**src/rtl/result_reader_pkg.sv**
```systemverilog
// Shared definitions for the result reader.
// Holds the readout FSM state encoding and the word offsets of the result
// header relative to the result base address.
package result_reader_pkg;

  // Offsets of the header words and the first element from the base address
  localparam int ROWS_OFS = 0;
  localparam int COLS_OFS = 1;
  localparam int DATA_OFS = 2;

  // Readout FSM state encoding
  localparam int STATE_W = 3;
  localparam logic [STATE_W-1:0] S_IDLE    = 3'd0;
  localparam logic [STATE_W-1:0] S_RD_ROWS = 3'd1;
  localparam logic [STATE_W-1:0] S_RD_COLS = 3'd2;
  localparam logic [STATE_W-1:0] S_CHECK   = 3'd3;
  localparam logic [STATE_W-1:0] S_STREAM  = 3'd4;
  localparam logic [STATE_W-1:0] S_DRAIN   = 3'd5;
  localparam logic [STATE_W-1:0] S_FINISH  = 3'd6;

endpackage

```
**src/rtl/result_fifo.sv**
```systemverilog
// Two-entry FIFO holding result elements together with their row/column tag
// and last marker until the stream consumer accepts them.
// Ports:
//   clk, reset  - clock and synchronous active-high reset (flushes contents)
//   i_push      - write i_data this cycle (caller never pushes when full)
//   i_data      - payload to store
//   i_pop       - discard the head entry this cycle (caller only pops when valid)
//   o_data      - head entry payload
//   o_valid     - FIFO holds at least one entry
//   o_count     - number of stored entries (0..2)
module result_fifo #(
  parameter int WIDTH = 47
) (
  input  logic             clk,
  input  logic             reset,
  input  logic             i_push,
  input  logic [WIDTH-1:0] i_data,
  input  logic             i_pop,
  output logic [WIDTH-1:0] o_data,
  output logic             o_valid,
  output logic [1:0]       o_count
);

  logic [WIDTH-1:0] r_mem [2];
  logic             r_wrPtr;
  logic             r_rdPtr;
  logic [1:0]       r_count;

  // Pointers and occupancy; push and pop may happen in the same cycle
  always_ff @(posedge clk) begin
    if (reset) begin
      r_wrPtr <= 1'b0;
      r_rdPtr <= 1'b0;
      r_count <= 2'd0;
    end else begin
      if (i_push) r_wrPtr <= ~r_wrPtr;
      if (i_pop)  r_rdPtr <= ~r_rdPtr;
      case ({i_push, i_pop})
        2'b10:   r_count <= r_count + 2'd1;
        2'b01:   r_count <= r_count - 2'd1;
        default: r_count <= r_count;
      endcase
    end
  end

  // Storage needs no reset: an entry is only visible once counted
  always_ff @(posedge clk) begin
    if (i_push && !reset) r_mem[r_wrPtr] <= i_data;
  end

  assign o_data  = r_mem[r_rdPtr];
  assign o_valid = (r_count != 2'd0);
  assign o_count = r_count;

endmodule

```
**src/rtl/result_reader.sv**
```systemverilog
// Reads a matrix result out of the multiplier's memory and streams it out
// element by element with row/column tags.
// Ports:
//   clk, reset       - clock and synchronous active-high reset
//   result_ready     - multiplier done level; a rising edge starts a readout
//   memory_data_out  - read data, valid one cycle after memory_address
//   memory_address   - read address
//   write_enable     - always 0, the block only reads
//   out_data/out_row/out_col/out_last - element, its indices, final marker
//   out_valid/out_ready - stream handshake
//   busy             - readout in progress
//   done             - one-cycle completion pulse (also after a bad header)
//   error            - sticky bad-dimension flag, cleared by the next start
module result_reader
  import result_reader_pkg::*;
#(
  parameter int DATA_WIDTH  = 32,
  parameter int ADDR_WIDTH  = 12,
  parameter int MAX_LEN     = 100,
  parameter int MAX_LEN_LOG = 7,
  parameter int RES_BASE    = 0
) (
  input  logic                   clk,
  input  logic                   reset,
  input  logic                   result_ready,
  input  logic [DATA_WIDTH-1:0]  memory_data_out,
  output logic [ADDR_WIDTH-1:0]  memory_address,
  output logic                   write_enable,
  output logic [DATA_WIDTH-1:0]  out_data,
  output logic [MAX_LEN_LOG-1:0] out_row,
  output logic [MAX_LEN_LOG-1:0] out_col,
  output logic                   out_valid,
  input  logic                   out_ready,
  output logic                   out_last,
  output logic                   busy,
  output logic                   done,
  output logic                   error
);

  localparam int PAYLOAD_W = DATA_WIDTH + 2*MAX_LEN_LOG + 1;

  // Address constants wrap at ADDR_WIDTH bits so a base near the top of
  // memory rolls over to address 0
  localparam logic [ADDR_WIDTH-1:0]  ROWS_ADDR = ADDR_WIDTH'(RES_BASE + ROWS_OFS);
  localparam logic [ADDR_WIDTH-1:0]  COLS_ADDR = ADDR_WIDTH'(RES_BASE + COLS_OFS);
  localparam logic [ADDR_WIDTH-1:0]  DATA_ADDR = ADDR_WIDTH'(RES_BASE + DATA_OFS);
  localparam logic [ADDR_WIDTH-1:0]  ADDR_ONE  = ADDR_WIDTH'(1);
  localparam logic [MAX_LEN_LOG-1:0] IDX_ONE   = MAX_LEN_LOG'(1);
  localparam logic [DATA_WIDTH-1:0]  MAX_LEN_W = DATA_WIDTH'(MAX_LEN);

  logic [STATE_W-1:0]     r_state;
  logic                   r_rrPrev;
  logic                   r_error;
  logic [DATA_WIDTH-1:0]  r_rows;
  logic [MAX_LEN_LOG-1:0] r_cols;
  logic [MAX_LEN_LOG-1:0] r_rowCnt;
  logic [MAX_LEN_LOG-1:0] r_colCnt;
  logic [ADDR_WIDTH-1:0]  r_elemAddr;
  logic                   r_inFlight;
  logic [MAX_LEN_LOG-1:0] r_pendRow;
  logic [MAX_LEN_LOG-1:0] r_pendCol;
  logic                   r_pendLast;

  logic                   w_start;
  logic                   w_bad;
  logic                   w_colWrap;
  logic                   w_lastIssue;
  logic                   w_issue;
  logic                   w_pop;
  logic                   w_outValid;
  logic [2:0]             w_occ;
  logic [2:0]             w_limit;
  logic                   w_fifoValid;
  logic [1:0]             w_fifoCount;
  logic [PAYLOAD_W-1:0]   w_pushData;
  logic [PAYLOAD_W-1:0]   w_head;
  logic [DATA_WIDTH-1:0]  w_headData;
  logic [MAX_LEN_LOG-1:0] w_headRow;
  logic [MAX_LEN_LOG-1:0] w_headCol;
  logic                   w_headLast;
  logic [ADDR_WIDTH-1:0]  w_addr;

  // Only a 0->1 transition of result_ready starts a readout, and only from IDLE
  assign w_start = result_ready && !r_rrPrev && (r_state == S_IDLE);

  // Header check in CHECK: R is registered, C is the word arriving now;
  // full-width compares so large header words cannot alias into range
  assign w_bad = (r_rows == '0) || (r_rows > MAX_LEN_W) ||
                 (memory_data_out == '0) || (memory_data_out > MAX_LEN_W);

  assign w_colWrap   = (r_colCnt == r_cols - IDX_ONE);
  assign w_lastIssue = w_colWrap && (r_rowCnt == r_rows[MAX_LEN_LOG-1:0] - IDX_ONE);

  // Credit check counts a pop this cycle as free space, which keeps one read
  // per cycle flowing while the consumer accepts every cycle
  assign w_outValid = w_fifoValid && !reset;
  assign w_pop      = w_outValid && out_ready;
  assign w_occ      = {1'b0, w_fifoCount} + {2'b00, r_inFlight};
  assign w_limit    = 3'd2 + {2'b00, w_pop};
  assign w_issue    = (r_state == S_STREAM) && (w_occ < w_limit);

  assign w_pushData = {memory_data_out, r_pendRow, r_pendCol, r_pendLast};

  result_fifo #(
    .WIDTH(PAYLOAD_W)
  ) u_fifo (
    .clk     (clk),
    .reset   (reset),
    .i_push  (r_inFlight),
    .i_data  (w_pushData),
    .i_pop   (w_pop),
    .o_data  (w_head),
    .o_valid (w_fifoValid),
    .o_count (w_fifoCount)
  );

  assign w_headLast = w_head[0];
  assign w_headCol  = w_head[MAX_LEN_LOG:1];
  assign w_headRow  = w_head[2*MAX_LEN_LOG:MAX_LEN_LOG+1];
  assign w_headData = w_head[PAYLOAD_W-1:2*MAX_LEN_LOG+1];

  // Readout sequencing; tags of an issued read travel alongside it for one
  // cycle so the returned word enters the FIFO already labelled
  always_ff @(posedge clk) begin
    if (reset) begin
      r_state    <= S_IDLE;
      r_rrPrev   <= result_ready;
      r_error    <= 1'b0;
      r_rows     <= '0;
      r_cols     <= '0;
      r_rowCnt   <= '0;
      r_colCnt   <= '0;
      r_elemAddr <= '0;
      r_inFlight <= 1'b0;
      r_pendRow  <= '0;
      r_pendCol  <= '0;
      r_pendLast <= 1'b0;
    end else begin
      r_rrPrev   <= result_ready;
      r_inFlight <= w_issue;
      if (w_issue) begin
        r_pendRow  <= r_rowCnt;
        r_pendCol  <= r_colCnt;
        r_pendLast <= w_lastIssue;
      end
      case (r_state)
        S_IDLE: begin
          if (w_start) begin
            r_state    <= S_RD_ROWS;
            r_error    <= 1'b0;
            r_rowCnt   <= '0;
            r_colCnt   <= '0;
            r_elemAddr <= DATA_ADDR;
          end
        end
        S_RD_ROWS: r_state <= S_RD_COLS;
        S_RD_COLS: begin
          r_rows  <= memory_data_out;
          r_state <= S_CHECK;
        end
        S_CHECK: begin
          r_cols <= memory_data_out[MAX_LEN_LOG-1:0];
          if (w_bad) begin
            r_error <= 1'b1;
            r_state <= S_IDLE;
          end else begin
            r_state <= S_STREAM;
          end
        end
        S_STREAM: begin
          if (w_issue) begin
            r_elemAddr <= r_elemAddr + ADDR_ONE;
            if (w_colWrap) begin
              r_colCnt <= '0;
              r_rowCnt <= r_rowCnt + IDX_ONE;
            end else begin
              r_colCnt <= r_colCnt + IDX_ONE;
            end
            if (w_lastIssue) r_state <= S_DRAIN;
          end
        end
        S_DRAIN: begin
          if (w_pop && w_headLast) r_state <= S_FINISH;
        end
        S_FINISH: r_state <= S_IDLE;
        default:  r_state <= S_IDLE;
      endcase
    end
  end

  // Read address by state; element addresses come from a running pointer
  always_comb begin
    w_addr = '0;
    case (r_state)
      S_RD_ROWS: w_addr = ROWS_ADDR;
      S_RD_COLS: w_addr = COLS_ADDR;
      S_STREAM:  w_addr = r_elemAddr;
      default:   w_addr = '0;
    endcase
  end

  // Outputs are forced low while reset is asserted so an abort is visible
  // in the same cycle, and stream fields read zero whenever nothing is offered
  assign memory_address = reset ? '0 : w_addr;
  assign write_enable   = 1'b0;
  assign out_valid      = w_outValid;
  assign out_data       = w_outValid ? w_headData : '0;
  assign out_row        = w_outValid ? w_headRow  : '0;
  assign out_col        = w_outValid ? w_headCol  : '0;
  assign out_last       = w_outValid && w_headLast;
  assign busy           = !reset && (r_state != S_IDLE);
  assign done           = !reset && ((r_state == S_FINISH) || ((r_state == S_CHECK) && w_bad));
  assign error          = !reset && r_error;

endmodule

```
**config.mk**
```make
export PLATFORM = sky130hd
export DESIGN_NAME = result_reader
export DESIGN_NICKNAME = d
export VERILOG_FILES = /design/src/rtl/result_reader_pkg.sv /design/src/rtl/result_fifo.sv /design/src/rtl/result_reader.sv
export SDC_FILE = /design/constraint.sdc
export NUM_CORES = 1
export LEC_CHECK = 0
export ABC_CLOCK_PERIOD_IN_PS = 7100
export CAP_MARGIN = 10
export CORE_MARGIN = 5
export CORE_UTILIZATION = 55
export CTS_BUF_LIST = sky130_fd_sc_hd__clkbuf_16
export CTS_CLUSTER_DIAMETER = 100
export DETAILED_ROUTE_END_ITERATION = 8
export PLACE_DENSITY = 0.79
export SLEW_MARGIN = 20
export SYNTH_ARGS = -nofsm -noshare
export SYNTH_HDL_FRONTEND = slang
export SYNTH_SLANG_ARGS = --single-unit
```
**constraint.sdc**
```tcl
create_clock -name clk -period 7.1 [get_ports clk]
set_clock_uncertainty 0.05 [all_clocks]
set_input_delay 1.42 -clock clk [delete_from_list [all_inputs] [get_ports clk]]
set_output_delay 1.42 -clock clk [all_outputs]
set_load 0.05 [all_outputs]
```
==> qor.txt <==
Slew margin rel. = 0.380
DR vias/cell = 5.62
All-Layer GR Usage = 0.217
Leading post-synthesis cells by cell area = edfxtp_1 (36%), dfxtp_1 (23%), mux2i_1 (7.3%)
Pwr dens = 218 nW/um^2
Synth Instances = 728
Final Instance Count excl. Fillers = 1004
CTS HTree Levels = 4
FP Rows = 43
Status = finished, final reports clean
Max-slew violations = 0
Final Setup Violations = 0
Clk pin slew, worst setup/hold paths = 0.06 ns
Syn-to-layout area delta = 21.0%
Sequential-to-total area share from yosys stat = 0.597
Drc violations = 0
Final Instance Area = 9400 sq um
Synth cell types = 53
Starting density of the core = 0.560
CTS sink cnt = 185
Post-synthesis adder-cell area fraction = 0.0129
Total wire length = 17.0 mm
Post-synthesis net count = 772
Total congestion overflow = 0
EDFF count, synth = 94
Post-CTS resize count = 0
Setup ws final = 1.42 ns
Synth Area in Simple Gates = 0.173
Crit path launch type = input pin
Die height = 129 um
Slowest CP cell = clkdlybuf4s50_1
Die X = 129 um
Vias in the first global route = 5676
Crit Path Category = in -> out
#FFs+latches synth = 185
FF-to-FF Start = r_cols[0]$_SDFFE_PP0P_
Flop pwr share = 0.555
Worst vdd ir = 0.124 mV
First-pass GRT wire length = 28.4 mm
CP top delay family = simple AND/OR/NAND/NOR gates
Design Power = 0.00205 W
Antenna Cells = 0
Fmax = 176 MHz
Total CTS buffers = 17
CP peak stage delay = 0.83 ns
Hold Path Cell Cnt = 0
DRT Pass-1 Iters = 5
Fin nets = 855
Buffers & Inverters on Critical Path = 2
Compound-Gate Fraction of Synth Area = 0.0761
Min-Delay Endpoint = u_fifo.r_mem[1][1]$_DFFE_PP_
Worst Max-Slew Pin Slew = 0.930 ns
Share of layout cells above drive strength 1 = 0.0546
FF-to-FF End = r_rowCnt[5]$_SDFFE_PP0P_
Main synth FF type = edfxtp_1
Clock Tree Buf Depth = 2
HP Class = reg -> reg
Setup tns final = 0 ns
Mux cell area share after synthesis = 0.0763
Main combinational cell family by area after synthesis = simple AND/OR/NAND/NOR gates
P_int = 0.00160 W
RSZ-0062 raised after global routing = false
DR vias = 5639
Area after DPL = 8900 sq um
Net Sw Frac = 0.217
Dpl ws = 1.49 ns
Root Buffer = clkbuf_16
Xor and xnor area share after synthesis = 0.0356
Crit path time final = 5.68 ns
Post-Syn Area = 7770 sq um
Clk network pwr share = 0.394
Clock insertion delay at the later pin of the skew report = 0.42 ns
Post-DP HPWL = 11.6 mm
CP required = 5.63 ns
Antenna-violating nets left = 0
WP data arrival = 4.21 ns
Core Area = 13900 sq um
IO Pins = 100
Gate power share = 0.051
Maxcap violations = 0
DP Cell Count = 972
Sw power = 0.000446 W
Setup crit end kind = primary output
Hold Fails Final Rpt = 0
Pleak = 3.11 nW
R2R depth = 8
Asr flop ratio synth = 0
Yosys top cell by area = edfxtp_1
Reg2Reg Setup Slack = 4.22 ns
Routability cong. = 0.860
Drt wl/cell = 16.9 um
TritonCTS clock tree = built
Postcts setup bufs = 0
Input/output buffers = 98
First DRT Iteration DRCs = 485
Initial antenna violation count = 0
Avg Inst Size Synth = 10.7 sq um
CP Cell Sequence = clkdlybuf4s50_1, or4_1, nor4_1, nor4_1, nand4_1, a21oi_1, nor3_1, clkdlybuf4s50_1
Crit Path Max Fanout = 6
Share of the synthesized area in the top cell type = 0.363
Period utilisation layout = 0.800
Largest net degree at the start of global routing = 83
YS warnings = 0
Post-cts hold buffer count = 0
Hold wc startpoint = r_pendCol[0]$_SDFFE_PP0P_
Die ar. = 16600 sq um
-- cell usage after synthesis, types with 12 or more instances --
| cell | n |
|---|---|
| a21oi_1 | 61 |
| and2_1 | 13 |
| clkbuf_1 | 28 |
| dfxtp_1 | 91 |
| edfxtp_1 | 94 |
| inv_1 | 17 |
| mux2i_1 | 57 |
| nand2_1 | 96 |
| nand4_1 | 12 |
| nor2_1 | 95 |
| nor3_1 | 12 |
| nor4_1 | 16 |
| o21ai_0 | 12 |
| xnor2_1 | 17 |
| xor2_1 | 12 |
-- flip-flops by register name, indices dropped and copies added, names as in the netlist, named ones only --
register,flops
u_fifo.r_mem,94
r_rows,32
r_elemAddr,12
r_colCnt,7
r_cols,7
r_pendCol,7
r_pendRow,7
r_rowCnt,7
r_state,3
u_fifo.o_count,2
r_error,1
r_inFlight,1
r_pendLast,1
r_rrPrev,1
u_fifo.r_rdPtr,1
u_fifo.r_wrPtr,1
-- layer usage --
metal	vias to the layer above	global-route usage	share of wire
met5	-	0	0
met2	173	0.365	0.50
met3	31	0.0415	0.047
met4	0	0.0877	0.021
li1	2732	-	-
met1	2703	0.278	0.43
-- layout by cell type, fill, tap and decap left out, types with 7 or more instances in the layout --
cell / n
clkdlybuf4s50_1: 97
nand2_1: 95
nor2_1: 95
edfxtp_1: 94
dfxtp_1: 90
a21oi_1: 61
mux2i_1: 57
inv_1: 22
xnor2_1: 17
clkbuf_16: 17
nor4_1: 16
and2_1: 13
nand4_1: 12
o21ai_0: 12
xor2_1: 12
nor3_1: 10
nand3_1: 9
ha_1: 8
and3_1: 7
-- layout make-up --
cell class / instances / area (sq um)
Sequential cell: 185 / 4650
Fill cell: 1008 / 4480
Multi-Input combinational cell: 487 / 2940
Timing Repair Buffer: 103 / 1030
Clock buffer: 17 / 425
Tap cell: 180 / 225
Clock inverter: 15 / 72.6
Inverter: 17 / 63.8
-- worst reg2reg max path: stages, from the launching register on --
cell and delay, ns:
dfxtp_1 0.37, inv_1 0.08, ha_1 0.17, nor3b_1 0.46, a21oi_1 0.14, nand4b_1 0.34
a211oi_4 0.81, nand3_1 0.18, a21oi_1 0.19
-- through the flow --
stage               hold WS (ns)   util
floorplan                  0.375      -
global placement           0.383  0.639
detailed placement         0.392  0.641
CTS                        0.406  0.677
global route               0.416  0.677
finish                     0.405  0.677
-- worst max-delay path by stage --
stage                       startpoint                      endpoint  slack, ns  cells past startpoint
global placement    memory_data_out[0]                          done       1.51                      8
finish              memory_data_out[1]                          done       1.42                      8
detailed placement  memory_data_out[0]                          done       1.49                      8
global route        memory_data_out[0]                          done       1.20                      8
floorplan                        reset  u_fifo.r_mem[0][0]$_DFFE_PP_       1.51                      3
CTS                 memory_data_out[0]                          done       1.42                      8
-- cell families (layout without fill, tap and decap cells) --
family                     after synthesis  count (layout)
muxes                                   59              59
DFF                                    185             185
other                                    1               1
xor gates and xnor gates                30              30
adders and majority gates                8               8
and+or+nand+nor                        289             289
buffers and inverters                   56             152
AOI/OAI and AO/OA                      100             100
-- power groups by stage --
stage               Combinational (W)  Sequential (W)  Clock, W
floorplan                   0.0000616         0.00116         0
global placement            0.0000990         0.00116         0
detailed placement           0.000102         0.00116         0
CTS                          0.000103         0.00114  0.000820
global route                 0.000114         0.00114  0.000865
finish                       0.000104         0.00114  0.000808
(Power assumes the default switching activity.)
